### config.mk
export PLATFORM = sky130hd
export DESIGN_NAME = icache_ro
export DESIGN_NICKNAME = d
export VERILOG_FILES = /design/src/rtl/icache_ro.sv
export SDC_FILE = /design/constraint.sdc
export NUM_CORES = 1
export LEC_CHECK = 0
export ABC_CLOCK_PERIOD_IN_PS = 21200
export BUFFER_PORTS_ARGS = -buffer_cell sky130_fd_sc_hd__buf_4
export CORE_AREA = 2 2 369 371
export CTS_CLUSTER_SIZE = 40
export DETAILED_ROUTE_END_ITERATION = 8
export DIE_AREA = 0 0 371 373
export HOLD_SLACK_MARGIN = 0.12
export PLACE_DENSITY = 0.61
export SYNTH_ARGS = -nofsm -noshare
export SYNTH_HDL_FRONTEND = slang
export SYNTH_SLANG_ARGS = --single-unit
### constraint.sdc
create_clock -name clk -period 21.2 [get_ports clk]
set_input_delay 6.36 -clock clk [delete_from_list [all_inputs] [get_ports clk]]
set_output_delay 6.36 -clock clk [all_outputs]
set_load 0.02 [all_outputs]
### src/rtl/icache_ro.sv
// Read-only, direct-mapped instruction cache: 8 lines of 4 words each.
// Hits return the selected word in the same cycle. A miss stalls the
// processor while one line is fetched from the downstream memory stage.
// Saturating counters record hits and line fetches.
module icache_ro #(
   parameter int CNT_W = 16
) (
   input  logic             clk,
   input  logic             rst,
   input  logic             proc_read,
   input  logic [29:0]      proc_addr,
   output logic [31:0]      proc_rdata,
   output logic             proc_stall,
   output logic             mem_read,
   output logic [27:0]      mem_addr,
   input  logic [127:0]     mem_rdata,
   input  logic             mem_ready,
   output logic [CNT_W-1:0] hit_cnt,
   output logic [CNT_W-1:0] miss_cnt
);

   localparam logic [CNT_W-1:0] CNT_MAX = {CNT_W{1'b1}};
   localparam logic [CNT_W-1:0] CNT_ONE = {{(CNT_W-1){1'b0}}, 1'b1};

   typedef enum logic {
      S_IDLE,
      S_FETCH
   } state_t;

   state_t           state_q, state_d;

   logic [127:0]     dataArr_q [8];
   logic [24:0]      tagArr_q  [8];
   logic [7:0]       valid_q, valid_d;

   logic             memRead_q, memRead_d;
   logic [27:0]      memAddr_q, memAddr_d;

   logic [CNT_W-1:0] hitCnt_q, hitCnt_d;
   logic [CNT_W-1:0] missCnt_q, missCnt_d;

   logic [1:0]       reqOffset;
   logic [2:0]       reqIndex;
   logic [24:0]     reqTag;
   logic [2:0]       fillIndex;
   logic [24:0]      fillTag;
   logic [127:0]     indexedLine;
   logic             tagMatch;
   logic             hit;
   logic             refillEn;
   logic             missStart;

   // The outstanding line address doubles as the latched refill tag/index,
   // so the refill never depends on whatever the processor drives later.
   assign reqOffset   = proc_addr[1:0];
   assign reqIndex    = proc_addr[4:2];
   assign reqTag      = proc_addr[29:5];
   assign fillIndex   = memAddr_q[2:0];
   assign fillTag     = memAddr_q[27:3];

   assign indexedLine = dataArr_q[reqIndex];
   assign tagMatch    = valid_q[reqIndex] && (tagArr_q[reqIndex] == reqTag);

   // While reset is asserted the cache behaves as if already cleared: nothing
   // hits, and any read request stalls.
   assign hit         = !rst && (state_q == S_IDLE) && proc_read && tagMatch;
   assign proc_stall  = rst ? proc_read
                            : ((proc_read && !hit) || (state_q == S_FETCH));

   assign proc_rdata  = indexedLine[{reqOffset, 5'b00000} +: 32];

   assign mem_read    = memRead_q;
   assign mem_addr    = memAddr_q;
   assign hit_cnt     = hitCnt_q;
   assign miss_cnt    = missCnt_q;

   // Next-state logic: start a line fetch on a miss, finish it on mem_ready.
   always_comb begin
      state_d   = state_q;
      memRead_d = memRead_q;
      memAddr_d = memAddr_q;
      valid_d   = valid_q;
      refillEn  = 1'b0;
      missStart = 1'b0;
      case (state_q)
         S_IDLE: begin
            if (proc_read && !hit) begin
               state_d   = S_FETCH;
               memRead_d = 1'b1;
               memAddr_d = proc_addr[29:2];
               missStart = 1'b1;
            end
         end
         S_FETCH: begin
            if (mem_ready) begin
               state_d             = S_IDLE;
               memRead_d           = 1'b0;
               refillEn            = !rst;
               valid_d[fillIndex]  = 1'b1;
            end
         end
         default: begin
            state_d   = S_IDLE;
            memRead_d = 1'b0;
         end
      endcase
   end

   // Saturating statistics: hits per hit cycle, misses per fetch started.
   always_comb begin
      hitCnt_d  = hitCnt_q;
      missCnt_d = missCnt_q;
      if (hit && (hitCnt_q != CNT_MAX)) begin
         hitCnt_d = hitCnt_q + CNT_ONE;
      end
      if (missStart && (missCnt_q != CNT_MAX)) begin
         missCnt_d = missCnt_q + CNT_ONE;
      end
   end

   // Control state, valid bits and counters; reset aborts any refill.
   always_ff @(posedge clk) begin
      if (rst) begin
         state_q   <= S_IDLE;
         valid_q   <= 8'h00;
         memRead_q <= 1'b0;
         memAddr_q <= 28'h0;
         hitCnt_q  <= '0;
         missCnt_q <= '0;
      end else begin
         state_q   <= state_d;
         valid_q   <= valid_d;
         memRead_q <= memRead_d;
         memAddr_q <= memAddr_d;
         hitCnt_q  <= hitCnt_d;
         missCnt_q <= missCnt_d;
      end
   end

   // Data and tag storage are only meaningful behind a valid bit, so they
   // are written on refill and never cleared.
   always_ff @(posedge clk) begin
      if (refillEn) begin
         dataArr_q[fillIndex] <= mem_rdata;
         tagArr_q[fillIndex]  <= fillTag;
      end
   end

endmodule

==> results.cfg, run 1 <==
[run_status]
status = finished clean

[setup_path]
crit_required_ns = 14.84
crit_family = buffers and inverters
crit_chain = buf_8 > buf_4 > mux4_2 > mux2i_1 > xor2_1 > nand4_1 > nor4_4 > nand3_1 > a22o_1 > buf_4
critPathArrivalTime_ns = 10.36
crit_type = in2out
critPathMaxStageDelay_ns = 0.78
cp_max_fo = 85
slowest_stage = buf_4
cp-start-kind = primary input
setup.worst_path.end_class = output port
crit_top_cell = buf_4
cp-startpoint = proc_addr[2]
worst_r2r_startpoint = state_q
cp_num_buf_inv = 3

[global_routing]
antenna_found_initial = 25
grt_first_pass_wirelength_mm = 170.6
grt_max_degree = 151
grt_pass1_vias = 25080
track_usage = 0.1696
grt-ovfl-total = 0

[cts]
ctsHoldBuffers = 0
cts-htree-levels = 4
clk_path_buf_depth = 3
cts.sinks = 1294
cts_resized = 0
clkTransAtPathRegs_ns = 0.06
root_buffer = clkbuf_16
tritoncts = built
postCtsSetupBuffers = 0
cts_buffers = 139
clock_latency_ns = 0.77

[drt]
wl_mm = 116.3
dr.first_iter.drc_count = 2036
dr.pass1.iters = 7
antenna_left = 0
avgRoutedWirePerCell_um = 26.43
drc = 0
viasPerCell = 5.311
vias = 23380

[synth]
synthCells = 2187
synth_top_flop_cell = edfxtp_1
synthDistinctLibCells = 47
seq_area_frac_synth = 0.7706
synth_seq_cells = 1294
synth.avg_cell_area_sq_um = 22.64
syn_area_sq_mm = 0.04952
synthesis.nets = 2351
ys_warn_count = 0
synth_enable_flop_cells = 1224
synthArstFlopShare = 0

[layout]
drive_above_1_share = 0.3445
area_growth_syn_to_layout_pct = 17.11
mostFrequentLayoutCells = edfxtp_1 (1224), mux4_2 (354), buf_4 (279)
fin_nets = 2668
regArea_sq_mm = 0.03816
nFillCells = 11440
multi_input_area_sq_mm = 0.01092
fin_area_sq_mm = 0.05799
fin_cells = 4402
final_common_cell = edfxtp_1

[floorplan]
dieArea_sq_mm = 0.1384
die_h_um = 373
die-width_um = 371
coreArea_sq_mm = 0.1346
start_util = 0.3678
pin_count = 256
rows = 135

[sta]
layout_min_cycle_time_ns = 16.72
maxSlewHeadroom = 0.2392
skew_ns = 0.03337
rsz0062_at_grt = no
fin_setup_tns_ns = 0
slew_viol_final = 0
clock.fmax_ghz = 0.05982
worstMarginPinSlew_ns = 1.141
whs_ns = 0.4536
setup_viol = 0
finalCritPeriodShare = 0.7885
hold_viol = 0

[power]
leakage_nw = 18.45
switchingPower_w = 0.001141
internal-power_w = 0.004282
p_seq_frac = 0.520
powerDensity_mw_per_mm2 = 93.51
power_w = 0.005423
clkPwrFrac = 0.430
switching_share = 0.2103
p_comb_frac = 0.050
max-vdd-ir-drop_uv = 68.64

[placement]
numPlacedInstances = 4144
post_dp_cell_area_sq_mm = 0.05355
gp_congestion = 0.7825
hpwl_mm = 64.90
numPortBuffers = 255

[worst_hold_path]
min_path_type = reg2reg
hp-start = valid_q[0]

[run]
cap_violations = 0
## power groups by stage
stage	logic (W)	registers, W	clock network, W
after global placement	0.000272	0.00287	0
after CTS	0.000279	0.00282	0.00239
after floorplan	0.000154	0.00288	0
final	0.000272	0.00282	0.00233
after detailed placement	0.000278	0.00287	0
after global routing	0.000293	0.00282	0.00248
## metrics by stage
| stage | setup WS, ns | util |
|---|---|---|
| 4_1_cts | 4.379 | 0.4307 |
| 3_3_place_gp | 4.423 | 0.3978 |
| 2_1_floorplan | 3.303 | - |
| 3_5_place_dp | 4.385 | 0.3978 |
| 6_report | 4.483 | 0.4308 |
| 5_1_grt | 4.086 | 0.4307 |
## state kept, by name, summed over array words and instances (netlist names)
signal,cells
dataArr_q,1024
hit_cnt,16
mem_addr,28
mem_read,1
miss_cnt,16
state_q,1
tagArr_q,200
valid_q,8
## path summary, 6_finish.rpt
kind | endpoint | slack (ns) | cells past startpoint
max | proc_stall | 4.48 | 10
min | valid_q[0] | 0.45 | 1
max reg2reg | dataArr_q[3][77] | 17.52 | 4
min reg2reg | valid_q[0] | 0.45 | 1
## cell usage after synthesis, types with 22 or more instances
master / number / share of area
a21oi_1: 50 / 0.0051
buf_2: 38 / 0.0038
clkbuf_1: 48 / 0.0036
dfxtp_1: 70 / 0.028
edfxtp_1: 1224 / 0.74
mux2_2: 49 / 0.011
mux2i_1: 44 / 0.0089
mux4_2: 354 / 0.16
nand2_1: 73 / 0.0055
nand3_1: 23 / 0.0023
nor2_1: 23 / 0.0017
o21ai_0: 22 / 0.0022
## layer usage
metal  vias to the layer above  part of all wire  track usage
li1                       9917                 -            -
met1                     12580              0.41       0.2208
met2                       678              0.50       0.2846
met3                       194             0.060      0.03898
met4                        12             0.021      0.04660
met5                         -           0.00068            0
## cells by family after synthesis
| kind of cell | after synthesis | share of synthesized area |
|---|---|---|
| buf+inv | 114 | 0.01036 |
| xor+xnor | 22 | 0.003891 |
| flops | 1294 | 0.7706 |
| mux | 447 | 0.1810 |
| compound gates | 107 | 0.01291 |
| simple gates | 201 | 0.02069 |
| fa+ha+maj | 2 | 0.0005053 |
## layout make-up
| cell class | count | share of cell area |
|---|---|---|
| Sequential cell | 1294 | 0.6580 |
| Multi-Input combinational cell | 779 | 0.1882 |
| Clock buffer | 178 | 0.06486 |
| Timing Repair Buffer | 287 | 0.03856 |
| Tap cell | 1781 | 0.03843 |
| Clock inverter | 77 | 0.01161 |
| Inverter | 3 | 0.0001942 |
| Antenna cell | 3 | 0.0001295 |
Note: power is estimated with default switching activity, not from simulation.
==> run 2, diff against run 1 <==
- ABC_CLOCK_PERIOD_IN_PS: 21200 -> 17500
- clock period: 21.2 -> 17.5 ns (I/O delays scaled with it)
==> run 2 against run 1 <==
Compared with the run above:
- sequential share of layout area down 0.081 points
- register-to-register slack worse by 3.7 ns
- combinational power up 21%
- clock power up 22%
==> results.cfg, run 2 (synthesized netlist as in run 1, its figures left out) <==
[sta]
skew_ns = 0.02535
setup_viol = 0
fin_setup_tns_ns = 0
hold_viol = 0
rsz0062_at_grt = no
worstMarginPinSlew_ns = 1.075
slew_viol_final = 0
maxSlewHeadroom = 0.2834
finalCritPeriodShare = 0.8130
layout_min_cycle_time_ns = 14.23
clock.fmax_ghz = 0.07029

[layout]
mostFrequentLayoutCells = edfxtp_1 (1224), mux4_2 (354), buf_4 (282)
fin_area_sq_mm = 0.05806
area_growth_syn_to_layout_pct = 17.26
post-route-util = 0.4313
largest_register_ffs = 1024
drive_above_1_share = 0.3476
final_common_cell = edfxtp_1
fin_nets = 2670
fin_cells = 4401
regMostFlops = dataArr_q

[floorplan]
coreArea_sq_mm = 0.1346
die-width_um = 371
start_util = 0.3678
rows = 135
die_h_um = 373
dieArea_sq_mm = 0.1384
pin_count = 256

[power]
leakage_nw = 18.47
p_seq_frac = 0.519
internal-power_w = 0.005215
max-vdd-ir-drop_uv = 78.76
clkPwrFrac = 0.431
powerDensity_mw_per_mm2 = 113.5
switchingPower_w = 0.001372
p_comb_frac = 0.050
switching_share = 0.2083

[cts]
cts_buffers = 137
clkTransAtPathRegs_ns = 0.06
cts-htree-levels = 4
root_buffer = clkbuf_16
clock_latency_ns = 0.76
cts_resized = 0
ctsHoldBuffers = 0
cts.sinks = 1294
clk_path_buf_depth = 3
postCtsSetupBuffers = 0
tritoncts = built

[worst_hold_path]
worstHoldEndpoint = valid_q[6]
min_path_type = reg2reg
hp-start = valid_q[6]
whs_path_depth = 1

[setup_path]
r2r_slack_ns = 13.85
critPathArrivalTime_ns = 8.98
cp-start-kind = primary input
crit_type = in2out
r2r_end = miss_cnt[10]
crit_required_ns = 12.25
worst_r2r_startpoint = tagArr_q[7][24]
setup.worst_path.end_class = output port
cp_max_fo = 67
r2r_cells = 8

[drt]
antenna_left = 0
dr.pass1.iters = 5
avgRoutedWirePerCell_um = 26.54
vias = 23370
drc = 0
dr.first_iter.drc_count = 2202
viasPerCell = 5.309
wl_mm = 116.8

[placement]
numPlacedInstances = 4148
post_dp_cell_area_sq_mm = 0.05359
numPortBuffers = 255
gp_congestion = 0.7655
hpwl_mm = 65.31

[global_routing]
grt_pass1_vias = 24790
grt-ovfl-total = 0
antenna_found_initial = 29
track_usage = 0.1707
grt_max_degree = 118
grt_first_pass_wirelength_mm = 170.7

[run_status]
status = finished clean

[run]
cap_violations = 0
==> run 2: worst max-delay path, cell delays in order <==
cell	delay (ns)
buf_8	0.46
buf_4	0.87
mux4_2	0.62
mux2i_1	0.27
xor2_1	0.20
nand3_1	0.13
nor4_4	0.44
nand3_1	0.22
a22o_1	0.25
buf_4	0.16
==> run 2: layer usage <==
metal,global-route usage,vias to the layer above,part of all wire
met5,0,-,0.00051
met4,0.05194,10,0.023
met3,0.03677,196,0.060
met2,0.2779,745,0.50
met1,0.2295,12510,0.42
li1,-,9903,-
==> run 2: metrics by stage <==
| step | worst slack (ns) | hold slack, ns | power (W) |
|---|---|---|---|
| 5_1_grt | 3.029 | 0.4610 | 0.006815 |
| 2_1_floorplan | 0.7126 | 0.4211 | 0.003676 |
| 6_report | 3.273 | 0.4494 | 0.006587 |
| 4_1_cts | 3.215 | 0.4500 | 0.006670 |
| 3_5_place_dp | 3.225 | 0.4394 | 0.003818 |
| 3_3_place_gp | 3.216 | 0.4279 | 0.003808 |
==> run 2: layout make-up <==
type | count | area, sq um
Timing Repair Buffer | 291 | 2278
Multi-Input combinational cell | 779 | 10920
Fill cell | 11390 | 76560
Sequential cell | 1294 | 38160
Clock inverter | 82 | 847.1
Antenna cell | 5 | 12.51
Clock buffer | 166 | 3611
Tap cell | 1781 | 2228
Inverter | 3 | 11.26
==> run 2: how the worst max path moves through the flow <==
stage / from / end / cells past startpoint
2_1_floorplan: rst / dataArr_q[1][0] / 3
3_3_place_gp: proc_addr[3] / proc_stall / 10
3_5_place_dp: proc_addr[3] / proc_stall / 10
4_1_cts: proc_addr[3] / proc_stall / 10
5_1_grt: proc_addr[3] / proc_stall / 10
6_report: proc_addr[3] / proc_stall / 10
==> run 2: power by group through the flow <==
stage | Clock, W | Combinational [W] | Sequential [W]
after CTS | 0.00292 | 0.000337 | 0.00342
after floorplan | 0 | 0.000187 | 0.00349
after global placement | 0 | 0.000328 | 0.00348
after global routing | 0.00304 | 0.000354 | 0.00342
final | 0.00284 | 0.000328 | 0.00342
after detailed placement | 0 | 0.000336 | 0.00348
